**src/rtl/axi4lite_slave.sv**
```systemverilog
// AXI4-Lite slave with a 2^(ADDR_WIDTH-2) x 32-bit register file; independent write and read channels.
// Optional build macro AXIL_UNALIGNED_SLVERR_EN: unaligned writes are dropped and answered with SLVERR.
module axi4lite_slave #(
  parameter int ADDR_WIDTH = 6,
  parameter int DATA_WIDTH = 32
) (
  input  logic                  s_axi_aclk,
  input  logic                  s_axi_aresetn,
  input  logic [ADDR_WIDTH-1:0] s_axi_awaddr,
  input  logic                  s_axi_awvalid,
  output logic                  s_axi_awready,
  input  logic [DATA_WIDTH-1:0] s_axi_wdata,
  input  logic                  s_axi_wvalid,
  output logic                  s_axi_wready,
  output logic [1:0]            s_axi_bresp,
  output logic                  s_axi_bvalid,
  input  logic                  s_axi_bready,
  input  logic [ADDR_WIDTH-1:0] s_axi_araddr,
  input  logic                  s_axi_arvalid,
  output logic                  s_axi_arready,
  output logic [DATA_WIDTH-1:0] s_axi_rdata,
  output logic                  s_axi_rvalid,
  input  logic                  s_axi_rready
);

  localparam int NUM_REGS = 2 ** (ADDR_WIDTH - 2);

  typedef enum logic [1:0] {
    W_IDLE = 2'b00,
    W_ACK  = 2'b01,
    W_RESP = 2'b10
  } w_state_t;

  typedef enum logic [1:0] {
    R_IDLE = 2'b00,
    R_ACK  = 2'b01,
    R_DATA = 2'b10
  } r_state_t;

  w_state_t w_state_r, w_state_nxt_s;
  r_state_t r_state_r, r_state_nxt_s;

  logic                  awready_r;
  logic                  wready_r;
  logic                  bvalid_r;
  logic [1:0]            bresp_r;
  logic                  arready_r;
  logic                  rvalid_r;
  logic [DATA_WIDTH-1:0] rdata_r;
  logic [DATA_WIDTH-1:0] regs_r [NUM_REGS];

  logic [ADDR_WIDTH-3:0] w_idx_s;
  logic [ADDR_WIDTH-3:0] r_idx_s;
  logic                  w_slverr_s;
  logic                  wr_en_s;
  logic                  unused_s;

  assign w_idx_s = s_axi_awaddr[ADDR_WIDTH-1:2];
  assign r_idx_s = s_axi_araddr[ADDR_WIDTH-1:2];

`ifdef AXIL_UNALIGNED_SLVERR_EN
  assign w_slverr_s = (s_axi_awaddr[1:0] != 2'b00);
`else
  assign w_slverr_s = 1'b0;
`endif

  // Low address bits are ignored by reads (and by writes in the default build).
  assign unused_s = ^{s_axi_awaddr[1:0], s_axi_araddr[1:0]};

  assign wr_en_s = (w_state_r == W_ACK) && !w_slverr_s;

  // Write channel next-state: accept only when address and data arrive together.
  always_comb begin
    w_state_nxt_s = w_state_r;
    case (w_state_r)
      W_IDLE: begin
        if (s_axi_awvalid && s_axi_wvalid && !bvalid_r) begin
          w_state_nxt_s = W_ACK;
        end else begin
          w_state_nxt_s = W_IDLE;
        end
      end
      W_ACK: w_state_nxt_s = W_RESP;
      W_RESP: begin
        if (s_axi_bready) begin
          w_state_nxt_s = W_IDLE;
        end else begin
          w_state_nxt_s = W_RESP;
        end
      end
      default: w_state_nxt_s = W_IDLE;
    endcase
  end

  // Write channel state and registered handshake/response outputs.
  always_ff @(posedge s_axi_aclk or negedge s_axi_aresetn) begin
    if (!s_axi_aresetn) begin
      w_state_r <= W_IDLE;
      awready_r <= 1'b0;
      wready_r  <= 1'b0;
      bvalid_r  <= 1'b0;
      bresp_r   <= 2'b00;
    end else begin
      w_state_r <= w_state_nxt_s;
      awready_r <= (w_state_nxt_s == W_ACK);
      wready_r  <= (w_state_nxt_s == W_ACK);
      bvalid_r  <= (w_state_nxt_s == W_RESP);
      if (w_state_r == W_ACK) begin
        bresp_r <= w_slverr_s ? 2'b10 : 2'b00;
      end
    end
  end

  // Read channel next-state: one outstanding read, held until rready.
  always_comb begin
    r_state_nxt_s = r_state_r;
    case (r_state_r)
      R_IDLE: begin
        if (s_axi_arvalid && !rvalid_r) begin
          r_state_nxt_s = R_ACK;
        end else begin
          r_state_nxt_s = R_IDLE;
        end
      end
      R_ACK: r_state_nxt_s = R_DATA;
      R_DATA: begin
        if (s_axi_rready) begin
          r_state_nxt_s = R_IDLE;
        end else begin
          r_state_nxt_s = R_DATA;
        end
      end
      default: r_state_nxt_s = R_IDLE;
    endcase
  end

  // Read channel state and registered outputs; rdata is captured before any same-edge write lands.
  always_ff @(posedge s_axi_aclk or negedge s_axi_aresetn) begin
    if (!s_axi_aresetn) begin
      r_state_r <= R_IDLE;
      arready_r <= 1'b0;
      rvalid_r  <= 1'b0;
      rdata_r   <= {DATA_WIDTH{1'b0}};
    end else begin
      r_state_r <= r_state_nxt_s;
      arready_r <= (r_state_nxt_s == R_ACK);
      rvalid_r  <= (r_state_nxt_s == R_DATA);
      if (r_state_r == R_ACK) begin
        rdata_r <= regs_r[r_idx_s];
      end
    end
  end

  // Register file storage.
  always_ff @(posedge s_axi_aclk or negedge s_axi_aresetn) begin
    if (!s_axi_aresetn) begin
      for (int i = 0; i < NUM_REGS; i++) begin
        regs_r[i] <= {DATA_WIDTH{1'b0}};
      end
    end else if (wr_en_s) begin
      regs_r[w_idx_s] <= s_axi_wdata;
    end
  end

  assign s_axi_awready = awready_r;
  assign s_axi_wready  = wready_r;
  assign s_axi_bvalid  = bvalid_r;
  assign s_axi_bresp   = bresp_r;
  assign s_axi_arready = arready_r;
  assign s_axi_rvalid  = rvalid_r;
  assign s_axi_rdata   = rdata_r;

endmodule

```
**config.mk**
```make
export PLATFORM = sky130hd
export DESIGN_NAME = axi4lite_slave
export DESIGN_NICKNAME = d
export VERILOG_FILES = /design/src/rtl/axi4lite_slave.sv
export SDC_FILE = /design/constraint.sdc
export NUM_CORES = 1
export LEC_CHECK = 0
export ABC_AREA = 0
export BUFFER_PORTS_ARGS = -buffer_cell sky130_fd_sc_hd__buf_2
export CORE_AREA = 4 4 209 211
export DETAILED_ROUTE_END_ITERATION = 10
export DIE_AREA = 0 0 213 215
export GPL_TIMING_DRIVEN = 1
export PLACE_DENSITY_LB_ADDON = 0.12
export SLEW_MARGIN = 25
export SYNTH_ARGS = -nofsm -noshare
export SYNTH_HDL_FRONTEND = slang
export SYNTH_SLANG_ARGS = --single-unit
export TNS_END_PERCENT = 50
```
**constraint.sdc**
```tcl
create_clock -name s_axi_aclk -period 4.1 [get_ports s_axi_aclk]
set_clock_uncertainty 0.05 [all_clocks]
set_input_delay 0.205 -clock s_axi_aclk [delete_from_list [all_inputs] [get_ports s_axi_aclk]]
set_output_delay 0.205 -clock s_axi_aclk [all_outputs]
set_load 0.03 [all_outputs]
```
==> impl_results.md <==
- Comb pwr share: 19.1%
- Final Max Slew Viols: 0
- FF+latch area: 0.0138 mm²
- Final Power: 15.8 mW
- Min Tclk post-route: 2640 ps
- Area leader, netlist: dfrtp_1
- Synth Area per Inst: 13.7 µm²
- P_sw: 4.31 mW
- CP required: 4520 ps
- Synth Register Bits: 552
- Dpl hpwl: 30,600 µm
- Vias/cell: 6.08
- Vias in the first global route: 15,600
- Placer Congestion: 0.735
- Clock-pin slew on the worst setup and hold paths: 60 ps
- Layout area overhead: 13.1%
- Mapped Cells: 1,808
- Number of flops mapped to enable cells by yosys: 0
- Status: finished clean
- MaxCap Viol Count: 0
- Global-route wire length before repair: 92,000 µm
- Worst EP arrival: 3060 ps
- Mapped Area: 0.0247 mm²
- CP Class: reg2reg
- Final antenna-violating net count: 0
- Fillcell total: 3,033
- Post-synthesis adder-cell area fraction: 0%
- Cell Rows: 75
- Total grt overflow: 0
- Post-Synth XOR/XNOR Area: 0%
- Die Span Y: 215 µm
- Post-Route WL: 58,700 µm
- Clk network pwr share: 33.4%
- Final nets: 1,925
- Post-CTS Hold Fix Bufs: 36
- Core area: 0.0418 mm²
- Largest net degree at the start of global routing: 109
- Pint: 11.5 mW
- Max Root-Sink Buffers: 3
- H-tree depth: 2
- DRT Pass-1 Iters: 5
- CTS tree: done
- Startpoint Class: flip-flop
- Root Driver: clkbuf_16
- Actual slew at the worst max-slew pin: 992 ps
- Ys Warns: 0
- Most common cell in the synthesized netlist: dfrtp_1
- Sw frac: 27.4%
- Final Cell Area: 0.0280 mm²
- Postcts setup bufs: 0
- Highest clock rate: 0.379 GHz
- Initial antenna violation count: 2
- Routed WL per cell: 23.9 µm
- Seq/Total Area, Yosys: 55.9%
- Clk sinks: 552
- Die footprint: 0.0458 mm²
- I/O Buffers: 83
- Ratio of cells with drive above 1 in the final layout: 37.0%
- Rel. slew slack: 33.7%
- RSZ-0062 raised after global routing: false
- VDD IR max: 350 µV
- Total track usage: 25.9%
- Iter 0 DRT Violations: 1,229
- Crit path capture type: flip-flop
- Largest cells by area after synthesis: dfrtp_1, mux2_2, mux2i_1
- Final setup fails: 0
- Routed vias: 15,000
- Synth Area in Simple Gates: 4.35%
- Clk_lat worst skew: 600 ps
- Num ports: 90
- Compound-Gate Fraction of Synth Area: 3.16%
- Post-synth ARST share: 100%
- Top-area cell type share of the netlist area: 55.9%
- Synth cell count leaders: dfrtp_1, mux2_2, mux2i_1, nand2_1, a22oi_1
- Tcrit/Tclk final: 64.4%
- Detailed-route DRC error count: 0
- Leak: 13.8 nW
- Netlist cell types: 30
- Main synth FF type: dfrtp_1
- CTS buffer count: 58
- Dpl cell area: 0.0256 mm²
- Fin. Hold Viols: 0
- Multi-input gate area: 0.0103 mm²
- Initial Util: 59.2%
- Hold Crit Class: in2reg
- Multiplexer share of the synthesized area: 33.7%
- Final setup TNS: 0 ps
- Largest family of logic cells by synthesized area: multiplexers
- Post_cts resized: 0
- Die Width: 213 µm
- CP Max Fanout: 19
- Part of the power in registers: 47.5%
- Pwr Density: 564 mW/mm²
[cell type report]
cell class                 instances  area share [%]
sequential                       552            49.4
multi-input combinational       1103            36.8
clock buffer                      91            6.43
timing repair buffer             158            4.37
tap                              539            2.41
clock inverter                    14           0.546
antenna                            2          0.0179
inverter                           1          0.0134
[flip-flops by register name (all words and copies together) (netlist names)]
register and count:
s_axi_rvalid 1, s_axi_bvalid 1, r_state_r 2, regs_r 512, w_state_r 2, s_axi_arready 1, s_axi_rdata 32, s_axi_wready 1
[critical path: stages (launching register included)]
cell      delay, ps
dfrtp_1         410
nand2b_1        280
nor3_1          460
nand2_2         510
buf_4           440
mux2_2          330
[per-layer routing]
layer  GRT usage, %  part of all wire, %
met5              0                    0
met4           6.12                  1.8
met3           3.59                  3.9
met2           40.5                   47
met1           39.0                   47
[cell usage in the layout, fill, tap and decap left out, types with 3 or more instances in the layout]
master and count:
mux2_2 470, mux2_1 42, nor2b_4 5, nand2_2 9, clkbuf_1 12, a21oi_1 10, buf_4 29, clkbuf_8 20
buf_12 9, dfrtp_1 552, clkbuf_16 59, mux2i_1 256, buf_2 81, nand3_1 74, clkinv_2 9, bufinv_16 3
nand4_1 22, a22oi_1 96, nor2_4 3, dlygate4sd3_1 36, nand2_1 91
[logic make-up after synthesis]
kind of cell / count (synthesis)
AO/OA/AOI/OAI: 108
buffers and inverters: 154
flip-flops: 552
multiplexers: 768
other: 1
AND/OR/NAND/NOR: 225
[path summary, 6_finish.rpt]
path / slack, ps / endpoint / startpoint / cells past startpoint
min: 20 / regs_r[411] / s_axi_wdata[27] / 2
min in group asynchronous: 220 / r_state_r[1] / s_axi_aresetn / 2
min reg2reg: 420 / w_state_r[0] / s_axi_bvalid / 1
max: 1460 / regs_r[236] / w_state_r[1] / 5
max reg2reg: 1460 / regs_r[236] / w_state_r[1] / 5
max in group asynchronous: 2650 / regs_r[473] / s_axi_aresetn / 3
[per-stage QoR]
step                hold slack, ps  setup WS (ps)  cells  utilization (%)
floorplan                     -141           2270   1809                -
global placement               273           1570   2316             61.3
detailed placement             279           1520   2316             61.3
CTS                           3.10           1520   2457             66.9
global route                  24.1           1410   2460             67.0
finish                        20.2           1460   2460             67.0
[power by group through the flow]
stage	sequential, mW	combinational (mW)	clock (mW)
6_report	7.49	3.01	5.27
3_3_place_gp	7.48	2.89	0
4_1_cts	7.48	3.03	5.37
2_1_floorplan	7.65	1.94	0
3_5_place_dp	7.57	2.99	0
5_1_grt	7.63	3.31	5.63
Note: power is estimated with default switching activity, not from simulation.
